[config.mk]
export PLATFORM = sky130hd
export DESIGN_NAME = program_builder
export DESIGN_NICKNAME = d
export VERILOG_FILES = /design/src/rtl/program_builder.sv
export SDC_FILE = /design/constraint.sdc
export NUM_CORES = 1
export LEC_CHECK = 0
export ABC_AREA = 1
export CAP_MARGIN = 20
export CORE_MARGIN = 2
export CORE_UTILIZATION = 50
export CTS_CLUSTER_SIZE = 10
export DETAILED_ROUTE_END_ITERATION = 16
export GPL_ROUTABILITY_DRIVEN = 0
export HOLD_SLACK_MARGIN = 0.03
export PLACE_DENSITY = 0.77
export SLEW_MARGIN = 15
export SYNTH_ARGS = -nofsm -noshare
export SYNTH_HDL_FRONTEND = slang
export SYNTH_SLANG_ARGS = --single-unit
[constraint.sdc]
create_clock -name clk -period 2.8 [get_ports clk]
set_input_delay 0.28 -clock clk [delete_from_list [all_inputs] [get_ports clk]]
set_output_delay 0.28 -clock clk [all_outputs]
set_load 0.02 [all_outputs]
[src/rtl/program_builder.sv]
// program_builder: encodes operator fields into instruction words and stores them in program RAM
module program_builder #(
  parameter int DEPTH = 16,
  parameter int ADDR_W = 4,
  parameter logic [7:0] NOP_WORD = 8'hF0
) (
  input  logic              clk,
  input  logic              reset,
  input  logic [3:0]        op,
  input  logic [1:0]        dst,
  input  logic [1:0]        src,
  input  logic              wr_pulse,
  input  logic              undo_pulse,
  input  logic              clear_pulse,
  input  logic [ADDR_W-1:0] rd_addr,
  output logic [7:0]        rd_data,
  output logic [ADDR_W:0]   count,
  output logic              full,
  output logic              empty,
  output logic              busy,
  output logic [7:0]        last_word,
  output logic              err
);
  typedef enum logic {CLEAR, IDLE} state_t;
  state_t state, state_n;
  logic [ADDR_W-1:0] sweep, sweep_n, wa, top, prev;
  logic [ADDR_W:0] count_n;
  logic [7:0] last_n, word, wd;
  logic [7:0] mem [DEPTH];
  logic [7:0] shadow [DEPTH];
  logic err_n, we, bad, forced;
  assign forced = op == 4'b1001 || op == 4'b1010 || op == 4'b1011;
  assign word = {op, dst, forced ? 2'b00 : src};
  assign bad = op[3:2] == 2'b11 || ((op == 4'b1000 || op == 4'b1011) && dst[1]);
  assign top = count[ADDR_W-1:0] - ADDR_W'(1);
  assign prev = count[ADDR_W-1:0] - ADDR_W'(2);
  assign full = count == (ADDR_W+1)'(DEPTH);
  assign empty = count == '0;
  assign busy = state == CLEAR;
  // next-state, RAM write request and bookkeeping for each strobe, clear > undo > write
  always_comb begin
    state_n = state;
    sweep_n = sweep;
    count_n = count;
    last_n = last_word;
    err_n = 1'b0;
    we = 1'b0;
    wa = sweep;
    wd = NOP_WORD;
    if (state == CLEAR) begin
      we = 1'b1;
      sweep_n = sweep + ADDR_W'(1);
      state_n = sweep == ADDR_W'(DEPTH - 1) ? IDLE : CLEAR;
      err_n = wr_pulse | undo_pulse | clear_pulse;
    end else if (clear_pulse) begin
      state_n = CLEAR;
      sweep_n = '0;
      count_n = '0;
      last_n = NOP_WORD;
    end else if (undo_pulse) begin
      if (empty) err_n = 1'b1;
      else begin
        we = 1'b1;
        wa = top;
        count_n = count - (ADDR_W+1)'(1);
        last_n = count == (ADDR_W+1)'(1) ? NOP_WORD : shadow[prev];
      end
    end else if (wr_pulse) begin
      if (bad || full) err_n = 1'b1;
      else begin
        we = 1'b1;
        wa = count[ADDR_W-1:0];
        wd = word;
        count_n = count + (ADDR_W+1)'(1);
        last_n = word;
      end
    end
  end
  // control registers
  always_ff @(posedge clk) begin
    if (reset) begin
      state <= CLEAR;
      sweep <= '0;
      count <= '0;
      last_word <= NOP_WORD;
      err <= 1'b0;
    end else begin
      state <= state_n;
      sweep <= sweep_n;
      count <= count_n;
      last_word <= last_n;
      err <= err_n;
    end
  end
  // program RAM with registered read-before-write port, plus shadow copy for undo lookback
  always_ff @(posedge clk) begin
    if (we && !reset) begin
      mem[wa] <= wd;
      shadow[wa] <= wd;
    end
    rd_data <= reset ? NOP_WORD : mem[rd_addr];
  end
endmodule

==> results.sh <==
export IMPL_outcome="completed"
export IMPL_setup_viols_final=0
export IMPL_timing_worst_slew_pin_value_ns=0.7929
export IMPL_leakage_nw=3.420
export IMPL_finalHoldViolCount=0
export IMPL_regToRegEndpoint="mem[10][0]"
export IMPL_power_switching_share_pct=21.46
export IMPL_p_per_area_nw_per_um2=565.3
export IMPL_power_combinational_fraction_pct=6.7
export IMPL_timing_hold_ws_ns=0.4647
export IMPL_grt_start_max_net_pins=75
export IMPL_final_cell_area_um2=9249
export IMPL_post_cts_repair_setup_buffers=0
export IMPL_nNetsFinal=932
export IMPL_cts_htree_levels=4
export IMPL_skew_ns=0.009959
export IMPL_synth_warning_count=0
export IMPL_synth_seq_area_share_pct=55.65
export IMPL_remaining_drc_errors=0
export IMPL_synth_net_count=884
export IMPL_timing_final_crit_period_ns=2.448
export IMPL_drt_first_pass_iters=7
export IMPL_initial_core_util_pct=51.44
export IMPL_fp_dieArea_um2=16780
export IMPL_cap_viol_max_count=0
export IMPL_rrSetupSlack_ns=0.37
export IMPL_worst_ep_required_time_ns=2.52
export IMPL_detailed_place_hpwl_mm=15.00
export IMPL_final_period_utilization_pct=87.45
export IMPL_routed_wire_per_std_cell_um=19.49
export IMPL_ys_flop_type="edfxtp_1"
export IMPL_worstSkewPairLatency_ns=0.43
export IMPL_layout_cells_sized_above_1_pct=11.85
export IMPL_relSlewSlack_pct=47.14
export IMPL_layout_cells_most_common="edfxtp_1"
export IMPL_worstSetupEndpointType="output pin"
export IMPL_power_net_switching_mw=1.122
export IMPL_syn_to_final_growth_pct=17.41
export IMPL_cts_hold_buffers_added=0
export IMPL_dr_max_layer_used="met4"
export IMPL_placement_cell_area_um2=8640
export IMPL_die_height_um=129.5
export IMPL_drt_antenna_violating_nets=0
export IMPL_fin_setup_tns_ns=0
export IMPL_start_kind="register"
export IMPL_worstHoldPathCells=3
export IMPL_wl_met2_mm=9.042
export IMPL_route_vias_total=6817
export IMPL_crit_reg2reg_launch="count[1]"
export IMPL_cp_max_fo=68
export IMPL_synth_cell_types=37
export IMPL_metal1_wirelength_mm=9.302
export IMPL_groute_usage_overall_pct=27.00
export IMPL_final_cell_count_no_fill=1131
export IMPL_worst_hold_path_endpoint="last_word[2]"
export IMPL_antenna_found_initial=0
export IMPL_power_report_internal_total_mw=4.107
export IMPL_mostFrequentLayoutCells="edfxtp_1, nand3_1, a21oi_1"
export IMPL_worst_r2r_cell_count=13
export IMPL_insertedDiodeCount=0
export IMPL_global_route_wire_length_before_repair_mm=33.49
export IMPL_core_area_um2=15310
export IMPL_rsz0062_at_grt="no"
export IMPL_clock_root_buffer="clkbuf_16"
export IMPL_count_of_buffers_from_port_buffering=41
export IMPL_detailedRoute_firstIterationViolations=1590
export IMPL_clk_transition_reported_paths_ns=0.06
export IMPL_vdd_ir_drop_max_v=0.0005139
export IMPL_synth_seq_cells=155
export IMPL_die_width_um=129.5
export IMPL_synth_edff_count=128
export IMPL_syn_instance_count=859
export IMPL_vias_per_cell=6.027
export IMPL_slew_violations=0
export IMPL_placedCellCount=1099
export IMPL_grt_overflow=0
export IMPL_avg_cell_area_syn_um2=9.171
export IMPL_mappedNetlistArea_um2=7878
export IMPL_cts_num_sinks=155
export IMPL_clk_path_buf_depth=2
export IMPL_wirelength_mm=22.04
export IMPL_timing_fmax_ghz=0.4084
export IMPL_pin_count=42
export IMPL_filler_cell_count=1254
export IMPL_criticalPathCategory="reg -> out"
export IMPL_p_seq_share_pct=48.2
export IMPL_met3RoutedLength_mm=2.664
export IMPL_first_global_vias=5820
export IMPL_num_rows=45
export IMPL_worst_path_arrival_ns=2.17
export IMPL_power_clock_fraction_pct=45.1
export IMPL_timing_hold_worst_start="dst[0]"
export IMPL_tritoncts="yes"
export IMPL_fin_total_pwr_mw=5.229
export IMPL_cts_repair_resized=0
export IMPL_numCtsBuffers=17
export IMPL_hp_class="in -> reg"
export IMPL_async_reset_ff_share_pct=0
[worst max-delay path by stage]
stage                startpoint       endpoint  slack [ns]  depth (start not counted)
detailed placement  clear_pulse  shadow[13][0]        0.22                         11
CTS                    count[1]       count[1]        0.36                          2
finish                 count[1]       count[1]        0.35                          2
floorplan              count[1]  shadow[15][0]        0.07                         13
global placement    clear_pulse  shadow[13][0]        0.28                         11
global route           count[1]   shadow[6][3]        0.21                         13
[power groups by stage]
stage	Sequential, mW	Combinational [mW]	Clock (mW)
6_report	2.52	0.351	2.36
2_1_floorplan	2.58	0.197	0
3_5_place_dp	2.57	0.338	0
4_1_cts	2.52	0.341	2.39
3_3_place_gp	2.57	0.335	0
5_1_grt	2.52	0.378	2.47
[worst max-delay path, cell delays in order, from the launching register on]
cell             delay, ns
dfxtp_2               0.36
buf_4                 0.63
clkdlybuf4s50_1       0.74
[through the flow]
step | setup slack (ns) | utilization (%)
floorplan | 0.06605 | -
global placement | 0.2767 | 56.41
detailed placement | 0.2159 | 56.41
CTS | 0.3629 | 60.39
global route | 0.2057 | 60.39
finish | 0.3515 | 60.39
[synth_stat cells (3+ instances only)]
master | n | area [um2]
nand2_2 | 10 | 62.56
nand4_1 | 4 | 25.02
a31oi_1 | 4 | 25.02
edfxtp_1 | 128 | 3844
buf_2 | 18 | 90.09
nand3_2 | 4 | 40.04
clkbuf_1 | 30 | 112.6
nor2_1 | 41 | 153.9
o211ai_1 | 35 | 262.8
inv_2 | 9 | 33.78
inv_1 | 86 | 322.8
dfxtp_1 | 27 | 540.5
a21oi_1 | 112 | 560.5
nand3_1 | 113 | 565.5
nand2_1 | 79 | 296.5
o21ai_1 | 6 | 30.03
ha_1 | 8 | 100.1
nor2_2 | 4 | 25.02
buf_1 | 6 | 22.52
a211oi_1 | 3 | 22.52
o21ai_0 | 111 | 555.5
[cell type report]
cell class                 instances  area (um2)  area share, %
clock inverter                    13       176.4          1.907
clock buffer                      19       432.9          4.681
tap                              211       264.0          2.854
sequential                       155        4387          47.43
inverter                          97       364.1          3.937
multi-input combinational        551        2889          31.24
timing repair buffer              85       735.7          7.955
[kinds of logic (layout without fill, tap and decap cells)]
group	count (synthesis)	in the layout	share of synthesized area (%)
buffers and inverters	153	214	7.672
xor gates and xnor gates	3	3	0.3336
DFF	155	155	55.65
and+or+nand+nor	260	260	15.42
adders and majority gates	8	8	1.271
AOI/OAI and AO/OA	280	280	19.65
[sequential cells by signal (all words and copies together), names as in the netlist]
name and count:
count 5, err 1, last_word 8, mem 8, rd_data 8, shadow 120, state 1, sweep 4
[per-layer routing]
layer / GRT usage (%) / up-vias
met5: 0 / -
met4: 13.79 / 0
met3: 6.193 / 86
met2: 37.77 / 520
met1: 39.38 / 3072
li1: - / 3139
(Power assumes the default switching activity.)
